<file path="config.mk">
export PLATFORM = sky130hd
export DESIGN_NAME = rdma_ctyun_sfifo_rd_stage
export DESIGN_NICKNAME = d
export VERILOG_FILES = /design/src/rtl/rdma_ctyun_fifo_pkg.sv /design/src/rtl/rdma_ctyun_skid_buf.sv /design/src/rtl/rdma_ctyun_sfifo_rd_stage.sv
export SDC_FILE = /design/constraint.sdc
export NUM_CORES = 1
export LEC_CHECK = 0
export ABC_AREA = 1
export ABC_CLOCK_PERIOD_IN_PS = 3900
export CORE_MARGIN = 3
export CORE_UTILIZATION = 40
export DETAILED_ROUTE_END_ITERATION = 10
export PLACE_DENSITY = 0.71
export SLEW_MARGIN = 10
export SYNTH_ARGS = -nofsm -noshare
export SYNTH_HDL_FRONTEND = slang
export SYNTH_SLANG_ARGS = --single-unit
</file>
<file path="constraint.sdc">
create_clock -name clk -period 3.9 [get_ports clk]
set_input_delay 0.78 -clock clk [delete_from_list [all_inputs] [get_ports clk]]
set_output_delay 0.78 -clock clk [all_outputs]
set_load 0.02 [all_outputs]
</file>
<file path="src/rtl/rdma_ctyun_fifo_pkg.sv">
// Shared types and constants for the show-ahead FIFO read stage.
package rdma_ctyun_fifo_pkg;

  typedef logic [1:0] occ_t;

  localparam occ_t OCC_EMPTY = 2'd0;
  localparam occ_t OCC_ONE   = 2'd1;
  localparam occ_t OCC_FULL  = 2'd2;

  localparam int PKT_CNT_W = 32;

endpackage

</file>
<file path="src/rtl/rdma_ctyun_skid_buf.sv">
// Two-entry valid/ready register slice (output reg + skid reg); with
// USE_SKID=0 the skid entry is never loaded and it collapses to one register.
module rdma_ctyun_skid_buf
  import rdma_ctyun_fifo_pkg::*;
#(
  parameter int DATA_WIDTH = 32,
  parameter bit USE_SKID   = 1'b1
) (
  input  logic                  clk,
  input  logic                  srst,
  input  logic                  in_valid,
  input  logic [DATA_WIDTH-1:0] in_data,
  output logic                  out_valid,
  input  logic                  out_ready,
  output logic [DATA_WIDTH-1:0] out_data,
  output occ_t                  occ
);

  // state | meaning
  // OCC_EMPTY | nothing buffered, out_valid low
  // OCC_ONE   | oldest word in output reg
  // OCC_FULL  | output reg holds oldest, skid reg holds next

  occ_t                  occ_q;
  occ_t                  occ_d;
  logic [DATA_WIDTH-1:0] out_q;
  logic [DATA_WIDTH-1:0] skid_q;
  logic                  xfer;
  logic                  load_out;
  logic                  out_from_skid;
  logic                  load_skid;

  always_comb begin
    xfer          = (occ_q != OCC_EMPTY) && out_ready;
    occ_d         = occ_q;
    load_out      = 1'b0;
    out_from_skid = 1'b0;
    load_skid     = 1'b0;
    case (occ_q)
      OCC_EMPTY: begin
        if (in_valid) begin
          occ_d    = OCC_ONE;
          load_out = 1'b1;
        end
      end
      OCC_ONE: begin
        if (in_valid && xfer) begin
          load_out = 1'b1;
        end else if (in_valid && USE_SKID) begin
          occ_d     = OCC_FULL;
          load_skid = 1'b1;
        end else if (xfer) begin
          occ_d = OCC_EMPTY;
        end
      end
      OCC_FULL: begin
        // skid word is older than anything still in the FIFO
        if (xfer) begin
          occ_d         = OCC_ONE;
          out_from_skid = 1'b1;
        end
      end
      default: occ_d = OCC_EMPTY;
    endcase
  end

  always_ff @(posedge clk) begin
    if (srst) occ_q <= OCC_EMPTY;
    else      occ_q <= occ_d;
  end

  always_ff @(posedge clk) begin
    if (load_out)           out_q <= in_data;
    else if (out_from_skid) out_q <= skid_q;
    if (load_skid)          skid_q <= in_data;
  end

  assign out_valid = (occ_q != OCC_EMPTY);
  assign out_data  = out_q;
  assign occ       = occ_q;

  a_no_pop_when_full: assert property (@(posedge clk) disable iff (srst)
    !(in_valid && occ_q == OCC_FULL));
  a_occ_range: assert property (@(posedge clk) disable iff (srst)
    occ_q != 2'd3);

endmodule

</file>
<file path="src/rtl/rdma_ctyun_sfifo_rd_stage.sv">
// Show-ahead FIFO read stage: pops FIFO words into a registered valid/ready stream.
// Optional RDMA_CTYUN_RD_STAGE_PKT_CNT_EN adds m_last (data MSB) and pkt_cnt.
module rdma_ctyun_sfifo_rd_stage
  import rdma_ctyun_fifo_pkg::*;
#(
  parameter int DATA_WIDTH = 32,
  parameter bit USE_SKID   = 1'b1
) (
  input  logic                  clk,
  input  logic                  srst,
  input  logic                  fifo_empty,
  input  logic [DATA_WIDTH-1:0] fifo_dout,
  output logic                  fifo_rd_en,
  output logic                  m_valid,
  input  logic                  m_ready,
  output logic [DATA_WIDTH-1:0] m_data,
  output occ_t                  occ
`ifdef RDMA_CTYUN_RD_STAGE_PKT_CNT_EN
  ,
  output logic                  m_last,
  output logic [PKT_CNT_W-1:0]  pkt_cnt
`endif
);

  // With the skid entry the pop ignores m_ready, breaking the comb path to the FIFO.
  always_comb begin
    fifo_rd_en = 1'b0;
    if (USE_SKID) fifo_rd_en = !fifo_empty && (occ != OCC_FULL) && !srst;
    else          fifo_rd_en = !fifo_empty && (!m_valid || m_ready) && !srst;
  end

  rdma_ctyun_skid_buf #(
    .DATA_WIDTH (DATA_WIDTH),
    .USE_SKID   (USE_SKID)
  ) u_skid_buf (
    .clk       (clk),
    .srst      (srst),
    .in_valid  (fifo_rd_en),
    .in_data   (fifo_dout),
    .out_valid (m_valid),
    .out_ready (m_ready),
    .out_data  (m_data),
    .occ       (occ)
  );

`ifdef RDMA_CTYUN_RD_STAGE_PKT_CNT_EN
  logic [PKT_CNT_W-1:0] pkt_cnt_q;

  assign m_last = m_data[DATA_WIDTH-1];

  always_ff @(posedge clk) begin
    if (srst)                             pkt_cnt_q <= '0;
    else if (m_valid && m_ready && m_last) pkt_cnt_q <= pkt_cnt_q + PKT_CNT_W'(1);
  end

  assign pkt_cnt = pkt_cnt_q;
`endif

endmodule

</file>
== Word-level counts from Yosys, hierarchy flattened ==
Index checks and enable logic that the tools add are counted.

* Flip-flop bits (word level): 66
* Logic and storage cells: 35

* Equality and inequality tests: 7
* Mux-type cells: 15
* Reductions and logical operators: 10

{| class="wikitable"
|+ Operator list
! operator !! number
|-
| 32-bit 2-to-1 mux || 2
|-
| 2-bit 2-to-1 mux || 5
|-
| 1-bit 2-to-1 mux || 6
|-
| 2-bit case mux with 3 select lines || 1
|-
| 1-bit logical AND || 4
|-
| 2-bit by 1-bit inequality test with 1-bit output, second input constant || 2
|-
| 2-bit inequality test, second input constant || 2
|-
| 4-bit AND reduction || 1
|-
| 2-bit nonzero test || 2
|-
| 3-bit by 1-bit inequality test with 1-bit output, second input constant || 1
|-
| 2-bit by 1-bit == test with 1-bit output, second input constant || 1
|-
| 2-bit == test, second input constant || 1
|-
| 1-bit logical NOT || 2
|-
| 2-bit logical NOT || 1
|-
| 1-bit case mux with 2 select lines || 1
|}

== Logic depth before layout (Yosys ltp) ==
Gate-level depths: netlist of the first run.

* Depth after elaboration: 7
* Gate-level depth with buffers: 7
* Depth with buffers taken out: 6

== Hierarchy ==
Synthesis of the first run repeated with hierarchy kept, for this count alone.

* Cells, all modules: 198
* Area, all modules: 2560.0 um^2

{| class="wikitable"
|+ Modules (own cells, without submodules)
! module !! times used !! cells an instance !! area each (um^2) !! sequential area each (um^2)
|-
| rdma_ctyun_skid_buf || 1 || 192 || 2537.4 || 1961.9
|-
| rdma_ctyun_sfifo_rd_stage || 1 || 6 || 22.5 || 0.0
|}

== Least setup slack after synthesis of the first run ==
No wires, ideal clock.

* Kind: input -> register
* Start point: in m_ready
* End point: reg u_skid_buf.out_q[0], in the netlist u_skid_buf.out_data[0], enable pin
* Arrival time: 3235 ps
* Path slack: 195 ps
* Stages: 2
* Cells stage by stage: inv_2 o31ai_1

* Cells in the longest elaborated chain, start to end: 5
* Elaborated cells on any way between the ends: 7
* Those cells by class: 4 x mux; 3 x reduce/logical

{| class="wikitable"
|+ Ends and longest elaborated chain
! element !! line !! text
|-
| start: declaration || rdma_ctyun_sfifo_rd_stage.sv:15 || <nowiki>input logic m_ready,</nowiki>
|-
| 1-bit logical AND (*) || rdma_ctyun_skid_buf.sv:34 || <nowiki>xfer = (occ_q != OCC_EMPTY) && out_ready;</nowiki>
|-
| 1-bit logical AND || rdma_ctyun_skid_buf.sv:47 || <nowiki>if (in_valid && xfer) begin</nowiki>
|-
| 1-bit 2-to-1 mux || rdma_ctyun_skid_buf.sv:47 ||
|-
| 1-bit case mux with 2 select lines || rdma_ctyun_skid_buf.sv:39 || <nowiki>case (occ_q)</nowiki>
|-
| 2-bit nonzero test (no source line) (*) || - ||
|-
| end signal: assignment || rdma_ctyun_skid_buf.sv:73 || <nowiki>if (load_out) out_q <= in_data;</nowiki>
|-
| end signal: assignment || rdma_ctyun_skid_buf.sv:74 || <nowiki>else if (out_from_skid) out_q <= skid_q;</nowiki>
|-
| end: declaration || rdma_ctyun_skid_buf.sv:26 || <nowiki>logic [DATA_WIDTH-1:0] out_q;</nowiki>
|}

Mark *: on every way between the ends. The rest lies on a longest branch, timed or not.
A chain may end at the register's enable or synchronous reset.

== Worst setup path in the final report of the first run ==
* Start point: in srst
* End point: out fifo_rd_en

* Cells in the longest elaborated chain, start to end: 2

{| class="wikitable"
|+ Ends and longest elaborated chain
! element !! line !! text
|-
| start: declaration || rdma_ctyun_sfifo_rd_stage.sv:10 || <nowiki>input logic srst,</nowiki>
|-
| 1-bit logical NOT || - ||
|-
| 1-bit logical AND || rdma_ctyun_sfifo_rd_stage.sv:28 || <nowiki>if (USE_SKID) fifo_rd_en = !fifo_empty && (occ != OCC_FULL) && !srst;</nowiki>
|-
| end: declaration || rdma_ctyun_sfifo_rd_stage.sv:13 || <nowiki>output logic fifo_rd_en,</nowiki>
|}

Every way passes these cells.

==> metrics.cfg, run 1 <==
[clocking]
cts_tree=yes
cts_root_buf=clkbuf_8
max-clock-path-buffers=2
cts_setup_buffers=0
cts.sinks=66
cts_buffers=9
htree_levels=3
insertion_delay_ns=0.33
post_cts_resized=0
cts_hold_buf=0
clk_pin_slew_ns=0.07

[route]
met2_wirelength_um=2176
dr.pass1.iters=3
vias_per_cell=4.455
drc=0
wl_met3_um=326
routed_wl_um=4487
final_antenna_net_count=0
wl_per_cell_um=12.68
met1_length_um=1904
vias=1577
dr.max_layer_used=met4
drt-initial-drc-count=50

[timing]
max_freq_mhz=335.9
fin_skew_ns=0.006368
rsz0062_at_grt=no
setup_tns_ns=0
fin_crit_sh=0.7634
tightestPinTransition_ns=0.9417
min_period_ns=2.977
hold_viol=0
setup_violations=0
relSlewSlack=0.3707
drv_slew=0

[floorplan]
die-area_sq_um=7836
start_util=0.4217
core_sq_um=6459
chipWidth_um=88.52
rows=29
ios=72
fp.dieH_um=88.52

[final_layout]
fin_nets=308
design_area_sq_um=3638
multi_input_area_sq_um=540.5
drive_above_1_share=0.2347
n_fill_cell=544
final_common_cell=clkdlybuf4s50_1
layout.cells.non_filler=354
syn_to_final_growth_pct=33.58
regArea_sq_um=1962
post-route-util=0.5633
antenna_cells=0
final_cell_mix=clkdlybuf4s50_1, edfxtp_1, inv_1

[worst_setup_path]
critical_path.max_stage_delay_ns=0.62
ff2ff_setup_slack_ns=2.12
crit_required_ns=3.12
cp-start-kind=primary input
crit_path_frequent_cell=clkdlybuf4s50_1
cp_max_fo=3
slowest_stage=clkdlybuf4s50_1
ff2ff_path_depth=2
critPathKind=in -> out
arrival_ns=2.20
r2r_start=u_skid_buf.occ[0]
endpoint_kind=output port
reg2reg_to=u_skid_buf.skid_q[26]
path_cells=clkdlybuf4s50_1, inv_1, nand2_1, a21oi_1, clkdlybuf4s50_1

[power]
cellLeakagePower_nw=1.412
p_per_area_nw_per_um2=401.2
p_clk_frac=0.319
p_comb_frac=0.123
p_total_w=0.001460
p_seq_frac=0.558
switching_share=0.2369
p_switching_w=0.0003458
internal-power_w=0.001114
peakVddDrop_mv=0.2135

[place]
buffer_ports.inserted=71
place_area_sq_um=3478
place_inst=338
post-dp-hpwl_um=3079
gp_congestion=0.7061

[global_route]
track_usage=0.1262
antenna_found_initial=0
grt-ovfl-total=0
grt_pass1_wl_um=7224
first_global_vias=1564
grt_max_degree=33

[min_path]
holdPathStages=2
hold_class=reg -> reg
hp-start=u_skid_buf.skid_q[22]
min_to=u_skid_buf.out_data[22]

[logic_synthesis]
ys_ff_latch=66
synthesis.area_sq_um=2724
synth_fp_nets=229
synth_warnings=0
syn_inst=193
ys_seq_area_frac=0.7203
syn_avg_cell_area_sq_um=14.11
yosysUniqueCellTypes=18

[flow_run]
maxCapViolCount=0

[run_status]
status=completed

## worst max path at each step
stage | from | end | slack, ns | depth (start not counted)
6_report | srst | fifo_rd_en | 0.92 | 5
5_1_grt | srst | fifo_rd_en | 0.85 | 5
4_1_cts | srst | fifo_rd_en | 0.92 | 5
3_5_place_dp | srst | fifo_rd_en | 0.93 | 5
3_3_place_gp | srst | fifo_rd_en | 0.99 | 5
2_1_floorplan | m_ready | u_skid_buf.out_data[0] | 0.20 | 2
## stage by stage
stage               worst slack [ns]  hold WS, ns
detailed placement            0.9324       0.5124
floorplan                     0.1951       0.5008
finish                        0.9226       0.5213
CTS                           0.9193       0.5257
global route                  0.8505       0.5412
global placement              0.9868       0.5029
## sequential cells by signal (all words and copies together), names as in the netlist
signal,flops
u_skid_buf.out_data,32
u_skid_buf.skid_q,32
u_skid_buf.occ,2
## per-layer routing
metal,GRT usage,vias to the layer above
li1,-,805
met1,0.1545,712
met2,0.1937,54
met3,0.04655,6
met4,0.07005,0
met5,0,-
## worst max-delay path, delay by kind of cell
family,cells,cell delay (ns)
buf+inv,3,1.20
simple gates,1,0.08
compound gates,1,0.14
## layout make-up
type / instances / share of cell area
clock buffers: 9 / 0.03404
clock inverters: 7 / 0.009972
inverters: 37 / 0.03817
multi-input cells: 83 / 0.1486
flip-flops and latches: 66 / 0.5392
well taps: 77 / 0.02648
repair buffers: 75 / 0.2036
## kinds of logic after synthesis
logic type	count (synthesis)	share of synthesized area
AOI/OAI and AO/OA	35	0.1066
and+or+nand+nor	48	0.08130
buffers and inverters	44	0.09187
DFF	66	0.7203
## power by group through the flow
stage               logic (W)  clock network (W)  registers, W
finish               0.000180           0.000465      0.000815
global route         0.000195           0.000519      0.000816
CTS                  0.000183           0.000483      0.000815
detailed placement   0.000182                  0      0.000830
global placement     0.000178                  0      0.000830
floorplan           0.0000746                  0      0.000856
## cells in the mapped netlist (all sizes together)
cell	number	area, sq um
dfxtp	2	40.04
o31ai	1	7.510
nand3	3	20.02
a21oi	2	10.01
edfxtp	64	1922
o21ai	32	272.8
clkbuf	1	5.000
nor2	5	26.27
buf	6	106.4
inv	37	138.9
nand2	40	175.2
No activity file was read; power rests on OpenSTA's default activity.
==> run 2: changes to the inputs <==
Settings changed: ABC_CLOCK_PERIOD_IN_PS 3900 to 2500.
Clock period 3.9 ns to 2.5 ns, I/O delays scaled along.
==> metrics.cfg, run 2 (synthesized netlist as in run 1, its figures left out) <==
[timing]
rsz0062_at_grt=no
fin_skew_ns=0.008824
min_period_ns=2.405
drv_slew=0
max_freq_mhz=415.8
hold_viol=0
relSlewSlack=0.3940
tightestPinTransition_ns=0.9091
setup_violations=0
fin_crit_sh=0.9620
setup_tns_ns=0

[route]
dr.pass1.iters=4
drc=0
vias_per_cell=4.537
vias=1606
routed_wl_um=4592
wl_per_cell_um=12.97
final_antenna_net_count=0
drt-initial-drc-count=69

[final_layout]
antenna_cells=0
layout.cells.non_filler=354
final_cell_mix=clkdlybuf4s50_1, edfxtp_1, inv_1
syn_to_final_growth_pct=37.90
fin_nets=308
final_common_cell=clkdlybuf4s50_1
drive_above_1_share=0.2347

[worst_setup_path]
cp-start-kind=primary input
crit_path_frequent_cell=clkdlybuf4s50_1
critPathKind=in -> out
critical_path.max_stage_delay_ns=0.62
crit_required_ns=2.00
slowest_stage=clkdlybuf4s50_1
path_cells=clkdlybuf4s50_1, inv_1, nand2_1, a21oi_1, clkdlybuf4s50_1
crit_start=srst
r2r_start=u_skid_buf.occ[1]
arrival_ns=1.90
endpoint_kind=output port
cp_max_fo=3

[power]
peakVddDrop_mv=0.3439
cellLeakagePower_nw=1.460
p_per_area_nw_per_um2=700.9

[place]
place_inst=338
gp_congestion=0.6700
buffer_ports.inserted=71
post-dp-hpwl_um=3131

[floorplan]
die-area_sq_um=7836
rows=29
ios=72
core_sq_um=6459
chipWidth_um=88.52
start_util=0.4217
fp.dieH_um=88.52

[clocking]
cts_buffers=9
cts_root_buf=clkbuf_8
cts_hold_buf=0
post_cts_resized=0
insertion_delay_ns=0.33
cts.sinks=66
htree_levels=3
cts_tree=yes
clk_pin_slew_ns=0.08
cts_setup_buffers=0
max-clock-path-buffers=2

[global_route]
grt-ovfl-total=0
track_usage=0.1293
grt_max_degree=35
first_global_vias=1630
grt_pass1_wl_um=7479
antenna_found_initial=0

[min_path]
hp-start=u_skid_buf.skid_q[6]
hold_class=reg -> reg

[run_status]
status=completed

[flow_run]
maxCapViolCount=0

-- run 2: cell count changes in the layout (fill, tap and decap cells not counted), sizes merged --
cell / delta
inv: +1
bufinv: +3
clkinvlp: -1
clkinv: -3
-- run 2: metal layers --
metal / global-route usage / vias up / part of all wire / routed length, um
li1: - / 809 / - / -
met1: 0.1494 / 733 / 0.42 / 1916
met2: 0.2121 / 57 / 0.50 / 2300
met3: 0.04655 / 7 / 0.069 / 315
met4: 0.06593 / 0 / 0.013 / 60
met5: 0 / - / 0 / 0
-- run 2: final timing paths --
check                                                to  slack [ns]  cells past startpoint
worst max-delay path                         fifo_rd_en         0.1                      5
worst min register to register   u_skid_buf.out_data[6]        0.52                      2
worst min-delay path             u_skid_buf.out_data[6]        0.52                      2
worst max register to register  u_skid_buf.out_data[25]        0.64                      3
-- run 2: report_power, final --
group          leakage (nW)  switching [W]  total (W)  internal (W)
combinational         0.732       0.000148   0.000286      0.000138
clock                 0.121       0.000414    0.00108      0.000663
sequential            0.606      0.0000127    0.00127       0.00126
total                  1.46       0.000574    0.00263       0.00206
-- run 2: worst max-delay path, delay by kind of cell --
kind                   cells  cell delay (ns)
AND/OR/NAND/NOR            1             0.08
buffers and inverters      3             1.20
AO/OA/AOI/OAI              1             0.13
-- run 2: cell type report --
type / instances / area (sq um)
Fill cell: 544 / 2703
Inverter: 37 / 138.9
Multi-Input combinational cell: 83 / 540.5
Clock inverter: 7 / 116.4
Tap cell: 77 / 96.34
Timing Repair Buffer: 75 / 778.2
Clock buffer: 9 / 123.9
Sequential cell: 66 / 1962
-- run 2: through the flow --
step           utilization  area, sq um  power, W  worst slack [ns]  hold slack, ns
2_1_floorplan            -         2738  0.001452           0.03320          0.5008
3_3_place_gp        0.5444         3516  0.001580            0.1427          0.5028
3_5_place_dp        0.5444         3516  0.001585           0.09425          0.5095
4_1_cts             0.5816         3756  0.002659           0.07851          0.5245
5_1_grt             0.5816         3756  0.002731           0.02330          0.5429
6_report            0.5816         3756  0.002633           0.09505          0.5239
